===== config.mk =====
export PLATFORM = sky130hd
export DESIGN_NAME = rf_plus_alu_flat
export DESIGN_NICKNAME = d
export VERILOG_FILES = /design/src/rtl/rf_plus_alu_if.sv /design/src/rtl/rf_plus_alu.sv /design/src/flat_wrapper.sv
export SDC_FILE = /design/constraint.sdc
export NUM_CORES = 1
export LEC_CHECK = 0
export CORE_MARGIN = 3
export CORE_UTILIZATION = 29
export DETAILED_ROUTE_END_ITERATION = 7
export PLACE_DENSITY_LB_ADDON = 0.1
export SLEW_MARGIN = 25
export SYNTH_ARGS = -nofsm -noshare
export SYNTH_HDL_FRONTEND = slang
export SYNTH_SLANG_ARGS = --single-unit

===== constraint.sdc =====
create_clock -name clk -period 9.65 [get_ports clk]
set_input_delay 1.93 -clock clk [delete_from_list [all_inputs] [get_ports clk]]
set_output_delay 1.93 -clock clk [all_outputs]
set_load 0.005 [all_outputs]

===== src/rtl/rf_plus_alu_if.sv =====
// rtl/rf_plus_alu_if.sv - controller-to-datapath bundle for the RF + ALU slice
interface rf_plus_alu_if;
    logic [10:0] Ins;
    logic [15:0] WBData;
    logic [15:0] MEMData;
    logic        WBRF;
    logic        WBresource;
    logic        RBresource;
    logic        OprandB;
    logic        LI;
    logic        ALUop;
    logic        Flag;
    logic        PSW_C;
    logic [15:0] Rm;
    logic [15:0] Rd;
    logic [15:0] OutR;
    logic [15:0] LI_EXE;
    logic [15:0] Sum;
    logic        N;
    logic        Z;
    logic        C;

    modport master (
        output Ins, WBData, MEMData, WBRF, WBresource, RBresource,
               OprandB, LI, ALUop, Flag, PSW_C,
        input  Rm, Rd, OutR, LI_EXE, Sum, N, Z, C
    );

    modport slave (
        input  Ins, WBData, MEMData, WBRF, WBresource, RBresource,
               OprandB, LI, ALUop, Flag, PSW_C,
        output Rm, Rd, OutR, LI_EXE, Sum, N, Z, C
    );
endinterface


===== src/rtl/rf_plus_alu.sv =====
// rtl/rf_plus_alu.sv - 8x16 register file, ID/EXE operand latch and add/sub ALU
// Optional write-through bypass on the read ports: define RF_BYPASS_EN.
module rf_plus_alu #(
    parameter int DW   = 16,
    parameter int NREG = 8
) (
    input  logic         clk,
    input  logic         Reset,
    rf_plus_alu_if.slave bus
);
    logic [DW-1:0] rf_q [NREG];
    logic [DW-1:0] rf_d [NREG];
    logic [DW-1:0] a_q, a_d;
    logic [DW-1:0] b_q, b_d;
    logic [DW-1:0] d_q, d_d;
    logic [7:0]    i_q, i_d;

    logic [2:0]    rd_addr, rm_addr, rn_addr, rb_addr;
    logic [DW-1:0] wdata;
    logic [DW-1:0] rm_val, rd_val, rb_val;

    assign rd_addr = bus.Ins[10:8];
    assign rm_addr = bus.Ins[7:5];
    assign rn_addr = bus.Ins[4:2];
    assign rb_addr = bus.RBresource ? rd_addr : rn_addr;
    assign wdata   = bus.WBresource ? bus.MEMData : bus.WBData;

    // The write port always targets Ins[10:8], so bypass compares against rd_addr.
    always_comb begin
        rm_val = rf_q[rm_addr];
        rd_val = rf_q[rd_addr];
        rb_val = rf_q[rb_addr];
`ifdef RF_BYPASS_EN
        if (bus.WBRF) begin
            rd_val = wdata;
            if (rm_addr == rd_addr) rm_val = wdata;
            if (rb_addr == rd_addr) rb_val = wdata;
        end
`else
`endif
    end

    // WBRF gates the whole write so unknown address/data cannot leak in when it is low.
    always_comb begin
        for (int i = 0; i < NREG; i++) begin
            rf_d[i] = (bus.WBRF && (rd_addr == 3'(i))) ? wdata : rf_q[i];
        end
        a_d = rm_val;
        b_d = rb_val;
        d_d = rd_val;
        i_d = bus.Ins[7:0];
    end

    always_ff @(posedge clk or negedge Reset) begin
        if (!Reset) begin
            for (int i = 0; i < NREG; i++) rf_q[i] <= '0;
            a_q <= '0;
            b_q <= '0;
            d_q <= '0;
            i_q <= '0;
        end else begin
            for (int i = 0; i < NREG; i++) rf_q[i] <= rf_d[i];
            a_q <= a_d;
            b_q <= b_d;
            d_q <= d_d;
            i_q <= i_d;
        end
    end

    logic [DW-1:0] op_b, b_x;
    logic          cin;
    logic [DW:0]   sum_full;

    // Subtract is A + ~B + 1; ADC/SBC replace the +1/+0 with the stored carry.
    always_comb begin
        op_b     = bus.OprandB ? {{(DW-5){1'b0}}, i_q[4:0]} : b_q;
        b_x      = bus.ALUop ? ~op_b : op_b;
        cin      = bus.Flag ? bus.PSW_C : bus.ALUop;
        sum_full = {1'b0, a_q} + {1'b0, b_x} + {{DW{1'b0}}, cin};
    end

    assign bus.Rm     = rm_val;
    assign bus.Rd     = rd_val;
    assign bus.OutR   = d_q;
    assign bus.Sum    = sum_full[DW-1:0];
    assign bus.C      = sum_full[DW];
    assign bus.Z      = (sum_full[DW-1:0] == '0);
    assign bus.N      = sum_full[DW-1];
    assign bus.LI_EXE = bus.LI ? {i_q, b_q[7:0]} : {8'h00, i_q};
endmodule


===== src/flat_wrapper.sv =====
// flat-port wrapper written by rule: the top's interface ports become plain ports
module rf_plus_alu_flat 
#(
    parameter int DW   = 16,
    parameter int NREG = 8
)
  (clk, Reset, bus_Ins, bus_WBData, bus_MEMData, bus_WBRF, bus_WBresource, bus_RBresource, bus_OprandB, bus_LI, bus_ALUop, bus_Flag, bus_PSW_C, bus_Rm, bus_Rd, bus_OutR, bus_LI_EXE, bus_Sum, bus_N, bus_Z, bus_C);
  rf_plus_alu_if bus_i ();
  input  logic clk;
  input  logic Reset;
  input wire logic [$bits(bus_i.Ins)-1:0] bus_Ins;
  input wire logic [$bits(bus_i.WBData)-1:0] bus_WBData;
  input wire logic [$bits(bus_i.MEMData)-1:0] bus_MEMData;
  input wire logic [$bits(bus_i.WBRF)-1:0] bus_WBRF;
  input wire logic [$bits(bus_i.WBresource)-1:0] bus_WBresource;
  input wire logic [$bits(bus_i.RBresource)-1:0] bus_RBresource;
  input wire logic [$bits(bus_i.OprandB)-1:0] bus_OprandB;
  input wire logic [$bits(bus_i.LI)-1:0] bus_LI;
  input wire logic [$bits(bus_i.ALUop)-1:0] bus_ALUop;
  input wire logic [$bits(bus_i.Flag)-1:0] bus_Flag;
  input wire logic [$bits(bus_i.PSW_C)-1:0] bus_PSW_C;
  output wire logic [$bits(bus_i.Rm)-1:0] bus_Rm;
  output wire logic [$bits(bus_i.Rd)-1:0] bus_Rd;
  output wire logic [$bits(bus_i.OutR)-1:0] bus_OutR;
  output wire logic [$bits(bus_i.LI_EXE)-1:0] bus_LI_EXE;
  output wire logic [$bits(bus_i.Sum)-1:0] bus_Sum;
  output wire logic [$bits(bus_i.N)-1:0] bus_N;
  output wire logic [$bits(bus_i.Z)-1:0] bus_Z;
  output wire logic [$bits(bus_i.C)-1:0] bus_C;
  assign bus_i.Ins = bus_Ins;
  assign bus_i.WBData = bus_WBData;
  assign bus_i.MEMData = bus_MEMData;
  assign bus_i.WBRF = bus_WBRF;
  assign bus_i.WBresource = bus_WBresource;
  assign bus_i.RBresource = bus_RBresource;
  assign bus_i.OprandB = bus_OprandB;
  assign bus_i.LI = bus_LI;
  assign bus_i.ALUop = bus_ALUop;
  assign bus_i.Flag = bus_Flag;
  assign bus_i.PSW_C = bus_PSW_C;
  assign bus_Rm = bus_i.Rm;
  assign bus_Rd = bus_i.Rd;
  assign bus_OutR = bus_i.OutR;
  assign bus_LI_EXE = bus_i.LI_EXE;
  assign bus_Sum = bus_i.Sum;
  assign bus_N = bus_i.N;
  assign bus_Z = bus_i.Z;
  assign bus_C = bus_i.C;
  rf_plus_alu #(.DW(DW), .NREG(NREG)) u_core (.clk(clk), .Reset(Reset), .bus(bus_i));
endmodule

==> flow_summary_export.csv, run 1 <==
group,metric,value,unit
final_layout,finalInstanceArea,12600,um^2
worst_hold_path,timing.hold.worst.start,"u_core.rf_q[12]",
clock_tree,clk_pin_slew_worst_paths,70,ps
power,clockPowerShare,24.1,%
sta,final_max_tran_viols,0,
clock_tree,hold_buffers,0,
sta,worst_pin_slew,972,ps
yosys,main_combinational_cell_family_by_area_after_synthesis,"multiplexers",
sta,setup_viol,0,
critical_path,critical_path_required,7720,ps
global_route,grt_first_pass_wirelength,47.5,mm
sta,layout_worst_path_cycle_share,87.7,%
floorplan,initial_utilization,29.8,%
floorplan,ioPinCount,136,
floorplan,fp.dieW,193,um
placement,post-place-ws,1140,ps
power,cellLeakagePower,4.99,nW
run,cap_viol_max_count,0,
yosys,synth_fa_ha_area_share,2.25,%
yosys,synthSimpleGateAreaFrac,8.60,%
floorplan,core,34000,um^2
power,combPwrFrac,38.1,%
routing,wl,30.9,mm
routing,route.detailed.drc,0,
sta,post-route-worst-setup-slack,1190,ps
power,power.switching_fraction,32.1,%
critical_path,timing.critical_path.arrival,6530,ps
final_layout,final_core_utilization,37.1,%
yosys,ys_warn_count,0,
global_route,grt_max_degree,109,
status,outcome,"complete, no violations",
yosys,synth_enable_flop_cells,0,
critical_path,timing_worst_setup_path_type,"in2out",
clock_tree,ctsResizeCount,0,
yosys,syn-num-nets,893,
routing,routed_wire_length_per_instance,22.1,um
sta,worst_clock_skew,10.1,ps
final_layout,insertedDiodeCount,0,
critical_path,timing.rr.start,"u_core.rf_q[73]",
placement,postPlaceCellArea,12000,um^2
routing,drt.antenna.violating_nets,0,
critical_path,path_max_fanout,16,
sta,final_hold_viol_count,0,
final_layout,layout.cells.most_common,"sky130_fd_sc_hd__dfrtp_1",
sta,slew-limit-headroom,33.8,%
clock_tree,tritoncts,"done",
clock_tree,cts-root-buf,"sky130_fd_sc_hd__clkbuf_16",
yosys,compound_gate_fraction_of_synth_area,8.86,%
yosys,synth_xor_area_share,2.25,%
yosys,postSynthCellCount,823,
global_route,grt_overflow_total,0,
final_layout,layout.cells.most_common_list,"sky130_fd_sc_hd__dfrtp_1 (184), sky130_fd_sc_hd__clkdlybuf4s50_1 (131), sky130_fd_sc_hd__mux4_2 (96)",
yosys,syn_area,10100,um^2
critical_path,crit_end,"bus_Z",
yosys,mux_share_of_post_synthesis_cell_area,30.1,%
critical_path,critPathLaunch,"bus_OprandB",
final_layout,synthToLayoutAreaGrowth,24.6,%
clock_tree,cts_max_level,4,
final_layout,nNetsFinal,1009,
floorplan,fp.dieArea,37100,um^2
global_route,grt_pass1_vias,7301,
critical_path,critPathCaptureType,"output pin",
yosys,synth.yosys.seq_area_share,45.5,%
floorplan,die-height,193,um
clock_tree,tritoncts.num_buffers,17,
yosys,avgSynthCellArea,12.3,um^2
yosys,asyncSetResetFlopFracSynth,100,%
power,cell_internal_pwr,0.00195,W
critical_path,worstSetupStartpointType,"input pin",
routing,detail_route.vias_per_cell,5.06,
sta,rsz0062_at_grt,"no",
yosys,yosys_register_bits,184,
power,design_power_total,0.00288,W
worst_hold_path,holdCritPathClass,"reg2reg",
global_route,grt_antenna_before_repair,0,
power,power_per_cell_area,228,nW/um^2
clock_tree,number_of_buffers_inserted_by_post_cts_setup_repair,0,
placement,globalplace.congestion,0.751,
routing,num_vias,7073,
power,ir_drop,163,uV
yosys,synth_ff_type,"sky130_fd_sc_hd__dfrtp_1",
critical_path,rr_endpoint,"u_core.a_q[9]",
yosys,synth_unique_cells,40,
sta,finalSetupTns,0,ps
global_route,groute.usage.overall,17.3,%
floorplan,rows,67,
placement,detailedPlacementHpwl,19.7,mm
sta,timing.fmax,0.118,GHz
critical_path,worst-r2r-cell-count,2,
clock_tree,cts_max_path_buffers,2,
routing,dr.pass1.iters,4,
final_layout,drive_gt1_share,23.0,%
power,netSwitchingPower,0.000924,W
sta,final.min_clock_period,8460,ps
clock_tree,clock_latency,440,ps
critical_path,timing.reg2reg.setup_slack,8260,ps
placement,io_buffers,135,
routing,first_iter_violations,372,
clock_tree,tritoncts_num_sinks,184,
power,share_seq_of_total_power,37.7,%
[flip-flops by register name, summed over array words and instances, names as in the netlist]
signal,cells
u_core.rf_q,128
u_core.i_q,8
u_core.bus.OutR,16
u_core.a_q,16
u_core.b_q,16
[cells in the mapped netlist (2+ instances only)]
cell type | number | area (um^2)
sky130_fd_sc_hd__and2_1 | 10 | 62.6
sky130_fd_sc_hd__clkbuf_1 | 51 | 191
sky130_fd_sc_hd__nor2_1 | 73 | 274
sky130_fd_sc_hd__nand2b_1 | 14 | 87.6
sky130_fd_sc_hd__nand4b_1 | 3 | 26.3
sky130_fd_sc_hd__a21o_1 | 5 | 37.5
sky130_fd_sc_hd__nand4_1 | 2 | 12.5
sky130_fd_sc_hd__o41ai_1 | 2 | 17.5
sky130_fd_sc_hd__nor3b_1 | 2 | 15.0
sky130_fd_sc_hd__nor3_1 | 4 | 20.0
sky130_fd_sc_hd__nand2_1 | 68 | 255
sky130_fd_sc_hd__ha_1 | 15 | 188
sky130_fd_sc_hd__dfrtp_1 | 184 | 4600
sky130_fd_sc_hd__xnor2_1 | 23 | 201
sky130_fd_sc_hd__o21a_1 | 3 | 22.5
sky130_fd_sc_hd__mux4_2 | 96 | 2160
sky130_fd_sc_hd__mux2_2 | 56 | 631
sky130_fd_sc_hd__a21oi_1 | 76 | 380
sky130_fd_sc_hd__mux2i_1 | 25 | 250
sky130_fd_sc_hd__o21ai_0 | 74 | 370
sky130_fd_sc_hd__a2111o_1 | 2 | 22.5
sky130_fd_sc_hd__or3_1 | 3 | 18.8
sky130_fd_sc_hd__buf_1 | 6 | 22.5
sky130_fd_sc_hd__xor2_1 | 3 | 26.3
sky130_fd_sc_hd__inv_1 | 6 | 22.5
sky130_fd_sc_hd__o211ai_1 | 2 | 15.0
sky130_fd_sc_hd__fa_1 | 2 | 40.0
[per-stage QoR]
step           hold WS, ps  instances
6_report               524       1399
5_1_grt                557       1399
4_1_cts                529       1398
3_5_place_dp           512       1367
3_3_place_gp           503       1367
2_1_floorplan          478        823
[worst max-delay path: stages]
cell and delay [ps]:
sky130_fd_sc_hd__clkdlybuf4s50_1 850, sky130_fd_sc_hd__mux2i_1 280, sky130_fd_sc_hd__xor2_1 100, sky130_fd_sc_hd__fa_1 420, sky130_fd_sc_hd__fa_1 480, sky130_fd_sc_hd__nor2b_4 140
sky130_fd_sc_hd__o21a_1 130, sky130_fd_sc_hd__o21ai_0 90, sky130_fd_sc_hd__a2111o_1 400, sky130_fd_sc_hd__a2111o_1 320, sky130_fd_sc_hd__a2111oi_2 350, sky130_fd_sc_hd__nor4b_2 270
sky130_fd_sc_hd__nor4b_4 220, sky130_fd_sc_hd__clkdlybuf4s50_1 530
[how the worst min path moves through the flow]
stage	end	cells after the start
after detailed placement	u_core.rf_q[74]	2
after CTS	u_core.rf_q[74]	2
after global placement	u_core.rf_q[37]	2
after global routing	u_core.rf_q[26]	2
after floorplan	u_core.rf_q[16]	2
final	u_core.rf_q[12]	2
[routing by layer]
| metal | vias up | GRT usage (%) | share of wire (%) |
|---|---|---|---|
| met5 | - | 0 | 0 |
| met4 | 0 | 3.95 | 0.94 |
| met3 | 11 | 2.60 | 4.1 |
| met2 | 164 | 27.1 | 47 |
| met1 | 3635 | 25.3 | 48 |
| li1 | 3263 | - | - |
[kinds of logic (layout without fill, tap and decap cells)]
logic type	Yosys count	count (layout)
flops	184	184
compound gates	167	167
fa+ha+maj	17	17
xor+xnor	26	26
mux	177	177
simple gates	188	188
buf+inv	64	192
[power groups by stage]
| stage | sequential [W] | clock [W] | combinational (W) |
|---|---|---|---|
| CTS | 0.00108 | 0.000719 | 0.00111 |
| floorplan | 0.00105 | 0 | 0.000646 |
| global placement | 0.00109 | 0 | 0.00111 |
| detailed placement | 0.00110 | 0 | 0.00111 |
| global route | 0.00111 | 0.000750 | 0.00121 |
| finish | 0.00109 | 0.000694 | 0.00110 |
[area by class of cell]
cell class,instances,area [um^2]
Inverter,6,22.5
Fill cell,3334,21300
Tap cell,448,561
Clock buffer,21,470
Timing Repair Buffer,155,1510
Clock inverter,10,96.3
Multi-Input combinational cell,575,5330
Sequential cell,184,4600
Power figures use the tool's default switching activity.
==> inputs of run 2 (changes only) <==
--- a/config.mk
+++ b/config.mk
@@ -8,6 +8,7 @@
 export CORE_MARGIN = 3
 export CORE_UTILIZATION = 29
 export DETAILED_ROUTE_END_ITERATION = 7
+export GPL_TIMING_DRIVEN = 0
 export PLACE_DENSITY_LB_ADDON = 0.1
 export SLEW_MARGIN = 25
 export SYNTH_ARGS = -nofsm -noshare
==> run 2 against run 1 <==
Cell count rose by 2.7%. Critical path depth rose by 1. Die area did not move. Non-clock buffer count rose by 37. Global-route usage rose by 2.4 points. First-iteration DRC count rose by 43%. Sequential power barely moved. Cell area rose by 0.29%. Power rose by 1.1%. Clock power barely moved. Register-to-register slack got worse by 30 ps. Critical endpoint unchanged.
==> flow_summary_export.csv, run 2 (synthesis gave the netlist of run 1 again) <==
group,metric,value,unit
status,outcome,"complete, no violations",
critical_path,timing_worst_setup_path_type,"in2out",
run,cap_viol_max_count,0,
final_layout,nNetsFinal,1046,
clock_tree,clk_pin_slew_worst_paths,70,ps
clock_tree,cts_max_path_buffers,2,
global_route,grt_first_pass_wirelength,52.5,mm
routing,first_iter_violations,532,
clock_tree,tritoncts_num_sinks,184,
sta,worst_pin_slew,1100,ps
critical_path,critPathCaptureType,"output pin",
clock_tree,cts_max_level,4,
routing,wl,36.0,mm
routing,num_vias,7590,
global_route,met1_usage,27.9,%
sta,post-route-worst-setup-slack,774,ps
floorplan,fp.dieW,193,um
sta,rsz0062_at_grt,"no",
placement,globalplace.congestion,0.836,
floorplan,die-height,193,um
final_layout,layout.cells.most_common,"sky130_fd_sc_hd__dfrtp_1",
sta,final_max_tran_viols,0,
placement,io_buffers,132,
floorplan,core,34000,um^2
sta,slew-limit-headroom,26.7,%
final_layout,multiInputGateArea,5270,um^2
routing,detail_route.vias_per_cell,5.28,
final_layout,synthToLayoutAreaGrowth,25.0,%
sta,layout_worst_path_cycle_share,92.0,%
floorplan,rows,67,
clock_tree,number_of_buffers_inserted_by_post_cts_setup_repair,0,
power,power_per_cell_area,230,nW/um^2
power,cellLeakagePower,5.00,nW
global_route,grt_max_degree,82,
sta,timing.fmax,0.113,GHz
routing,route.detailed.drc,0,
final_layout,insertedDiodeCount,0,
routing,routed_wire_length_per_instance,25.1,um
clock_tree,cts-root-buf,"sky130_fd_sc_hd__clkbuf_16",
floorplan,ioPinCount,136,
clock_tree,tritoncts,"done",
global_route,grt_pass1_vias,7630,
sta,setup_viol,0,
sta,final.min_clock_period,8880,ps
routing,drt.antenna.violating_nets,0,
final_layout,largest_register_ff_count,128,
sta,finalSetupTns,0,ps
critical_path,cp_delay_by_family_top,"buffers and inverters",
global_route,globalRouteMet2Util,30.7,%
final_layout,area.sequential,4600,um^2
global_route,groute.usage.overall,19.7,%
power,ir_drop,131,uV
critical_path,path_max_fanout,10,
floorplan,initial_utilization,29.8,%
critical_path,timing.critical_path.arrival,6950,ps
sta,finalHoldWorstSlack,531,ps
critical_path,cp_cell_sequence,"clkdlybuf4s50_1 > clkbuf_1 > mux2i_1 > xor2_1 > fa_1 > fa_1 > nor2b_4 > o211ai_1 > a21oi_1 > o21ai_0 > a2111o_1 > a2111oi_2 > nor4b_2 > nor4b_4 > clkdlybuf4s50_1",
critical_path,worstSetupStartpointType,"input pin",
sta,worst_clock_skew,15.9,ps
global_route,top_usage_layer,"met2",
placement,post-place-ws,618,ps
sta,final_hold_viol_count,0,
routing,dr.pass1.iters,5,
critical_path,critical_path_required,7720,ps
worst_hold_path,holdCritPathClass,"reg2reg",
floorplan,fp.dieArea,37100,um^2
placement,detailedPlacementHpwl,25.1,mm
clock_tree,hold_buffers,0,
critical_path,timing.critical_path.buf_inv,3,
critical_path,timing.reg2reg.setup_slack,8230,ps
clock_tree,clock_latency,440,ps
critical_path,crit_path_top_delay_cell,"sky130_fd_sc_hd__clkdlybuf4s50_1",
clock_tree,ctsResizeCount,0,
global_route,grt_overflow_total,0,
clock_tree,tritoncts.num_buffers,17,
final_layout,layout.cells.most_common_list,"sky130_fd_sc_hd__dfrtp_1 (184), sky130_fd_sc_hd__clkdlybuf4s50_1 (131), sky130_fd_sc_hd__mux4_2 (96)",
critical_path,highest_cell_delay_on_the_worst_timing_path,680,ps
global_route,grt_antenna_before_repair,0,
global_route,gr-usage-met3,4.03,%
final_layout,drive_gt1_share,20.5,%
power,design_power_total,0.00291,W
final_layout,registers.top_by_ff_count,"u_core.rf_q",
final_layout,fillCellCount,3347,
-- run 2: changes by cell type in the layout (fill, tap and decap cells not counted), sizes merged --
cell      previous run  this run
inv                  7         9
clkbuf              22        73
buf                 23         9
clkinvlp             4         2
clkinv               4         6
bufinv               1         0
-- run 2: worst min-delay path: stages (launching register included) --
cell and delay [ps]:
sky130_fd_sc_hd__dfrtp_1 380, sky130_fd_sc_hd__nand2_1 50, sky130_fd_sc_hd__o21ai_0 60
-- run 2: power breakdown --
part           total (W)  switching [W]  internal [W]
clock network   0.000697       0.000335      0.000362
registers        0.00108       0.000139      0.000943
logic            0.00113       0.000491      0.000638
-- run 2: final cells by class --
class | count | share of cell area [%]
buffer | 58 | 1.83
multi-input combinational | 575 | 41.7
sequential | 184 | 36.4
timing repair buffer | 134 | 10.9
clock inverter | 11 | 0.713
clock buffer | 21 | 3.80
inverter | 6 | 0.178
tap | 448 | 4.44
-- run 2: path summary, 6_finish.rpt --
path	cells after the start	start	end
worst max-delay path	15	bus_OprandB	bus_Z
min in group asynchronous	1	Reset	u_core.bus.OutR[7]
worst min-delay path	2	u_core.rf_q[13]	u_core.rf_q[13]
max in group asynchronous	3	Reset	u_core.bus.OutR[14]
worst max register to register	2	u_core.rf_q[73]	u_core.a_q[9]
worst min register to register	2	u_core.rf_q[13]	u_core.rf_q[13]
-- run 2: metal layers --
metal	up-vias	wire length, um
met5	-	0
met4	0	706
met3	42	2510
met2	301	16700
met1	3897	16100
li1	3350	-
-- run 2: per-stage QoR --
stage	area (um^2)	util, %	instances
detailed placement	12100	35.5	1405
global route	12600	37.2	1437
floorplan	10100	-	823
CTS	12600	37.2	1437
finish	12600	37.2	1437
global placement	12000	35.3	1403
==> inputs of run 3 (changes only) <==
--- a/config.mk
+++ b/config.mk
@@ -5,6 +5,7 @@
 export SDC_FILE = /design/constraint.sdc
 export NUM_CORES = 1
 export LEC_CHECK = 0
+export ABC_AREA = 0
 export CORE_MARGIN = 3
 export CORE_UTILIZATION = 29
 export DETAILED_ROUTE_END_ITERATION = 7
==> results of run 3 <==
Final layout, timing and power as in run 2 (identical DEF).
==> variant (flow settings as in run 1) <==
Add a define of `RF_BYPASS_EN`.
--- a/src/rtl/rf_plus_alu.sv
+++ b/src/rtl/rf_plus_alu.sv
@@ -2,2 +2,4 @@
 // Optional write-through bypass on the read ports: define RF_BYPASS_EN.
+`define RF_BYPASS_EN
+
 module rf_plus_alu #(
Formal check against the unedited RTL: not equivalent (a bounded check fails within 4 cycles, from zero or initial values and one cycle with Reset low).
==> variant against run 1 <==
- worst setup slack better by 170 ps
- final area is 4.8% higher
- non-clock buffer count is 21 higher
- total power is 1.6% lower
- sequential cell count stayed put
- via count is 13% higher
- die area is 5.8% higher
- wire length is 9.8% higher
- global-route usage is 0.29 points higher
- final cell count is 10% higher
- area after synthesis is 6.0% higher
- clock power is 0.7% lower
- highest routed layer unchanged
==> variant: results (changes against run 1) <==
Status: complete, no violations
First-pass GRT wire length: 51.85 mm (+9.1%)
Top cells by count, synth: dfrtp_1, a21oi_1, mux4_2, o21ai_0, nand2_1
GRT Util Overall: 17.58% (+0.29 points)
Drt pass-1 iters: 5 (+1)
Sw Pwr: 0.0009378 W (+1.5%)
DRT iter0 DRCs: 477 (+28%)
Hold WC Path Type: reg2reg
Synth Area in Compound Gates: 13.02% (+4.2 points)
Slowest stage delay, CP: 830 ps (-20 ps)
Share of post-route cells with drive strength above 1: 19.72% (-3.3 points)
Drt wl/cell: 22.00 microns (-0.31%)
Max Fanout on Critical Path: 10 (-6)
Clock Skew: 9.336 ps (-0.7878 ps)
Reg2reg end: u_core.a_q[15]
Reg-to-reg startpoint: u_core.rf_q[127]
DR vias/cell: 5.175 (+2.4%)
Synth area leaders: dfrtp_1, mux4_2, a21oi_1
Cells on worst reg2reg path: 4 (+2)
Die width: 198.2 microns (+2.9%)
Register area share after synthesis: 42.97% (-2.6 points)
Largest net degree at the start of global routing: 71 (-35%)
Initial antenna violation count: 1 (+1)
Routability cong.: 0.8024 (+6.9%)
Fill cells: 3589 (+7.6%)
Critical Path AT: 6360 ps (-170 ps)
Top Family by Delay on Critical Path: buffers and inverters
Clk_lat worst skew: 440 ps (about the same)
LEAKAGE: 5.232 nW (+4.7%)
Cell variety after synth: 44 (+10%)
Post-synthesis xor/xnor area fraction: 2.697% (+0.45 points)
Post-synthesis mux area share: 25.03% (-5.1 points)
VDD IR max: 0.00009898 V (-39%)
Post-Synthesis Net Count: 1033 (+16%)
## variant: cell types whose count changed in the layout (fill, tap and decap cells not counted), sizes merged, moves of 4 or more
| cell | before | now |
|---|---|---|
| nand2 | 68 | 85 |
| a21oi | 76 | 106 |
| a211oi | 0 | 32 |
| nor2b | 2 | 34 |
| o21ai | 74 | 90 |
| mux2 | 56 | 24 |
| xor2 | 3 | 7 |
| buf | 23 | 46 |
## variant: per-stage QoR
stage / worst slack [ps] / std cells / hold WS, ps / utilization [%] / cell area, sq um
after floorplan: 2339 / 963 / 477.7 / - / 10720
after global placement: 1295 / 1508 / 498.8 / 35.06 / 12620
after detailed placement: 1339 / 1508 / 511.1 / 35.06 / 12620
after CTS: 1272 / 1540 / 526.5 / 36.62 / 13190
after global routing: 949.1 / 1541 / 565.4 / 36.70 / 13210
final: 1357 / 1541 / 530.5 / 36.70 / 13210
## variant: area by class of cell
class	instances	area (sq um)	area share [%]
inverters	7	26.28	0.1989
repair buffers	176	1658	12.55
clock buffers	19	442.9	3.352
flip-flops and latches	184	4604	34.85
clock inverters	13	121.4	0.9186
multi-input cells	681	5783	43.77
well taps	461	576.8	4.366
## variant: worst min-delay path by stage
stage,slack (ps),end,from,depth (start not counted)
2_1_floorplan,480,u_core.rf_q[16],u_core.rf_q[16],2
3_3_place_gp,500,u_core.rf_q[77],u_core.rf_q[77],2
3_5_place_dp,510,u_core.rf_q[17],u_core.rf_q[17],2
4_1_cts,530,u_core.rf_q[17],u_core.rf_q[17],2
5_1_grt,570,u_core.rf_q[19],u_core.rf_q[19],2
6_report,530,u_core.rf_q[79],u_core.rf_q[79],2
## variant: cell families (layout without fill, tap and decap cells)
family,count (synthesis),count (layout)
muxes,145,145
and+or+nand+nor,238,238
DFF,184,184
buffers and inverters,98,215
xor gates and xnor gates,33,33
adders and majority gates,17,17
AOI/OAI and AO/OA,248,248
## variant: metal layers
layer / vias to the layer above / routed length, microns / global-route usage (%) / share of wire [%]
li1: 3726 / - / - / -
met4: 0 / 282 / 3.408 / 0.83
met2: 206 / 16030 / 28.68 / 47
met3: 21 / 1522 / 2.399 / 4.5
met1: 4022 / 16060 / 25.29 / 47
met5: - / 0 / 0 / 0
## variant: worst reg2reg max path, stage by stage, from the launching register on
cell and delay [ps]:
dfrtp_1 420, mux4_2 460, mux2_2 270, nand2_1 60
o21ai_0 280
## variant: power by group through the flow
stage	Combinational, W	Clock (W)	Sequential (W)
2_1_floorplan	0.000666	0	0.00103
3_3_place_gp	0.00109	0	0.00107
3_5_place_dp	0.00109	0	0.00107
4_1_cts	0.00109	0.000707	0.00106
5_1_grt	0.00119	0.000743	0.00108
6_report	0.00108	0.000689	0.00106
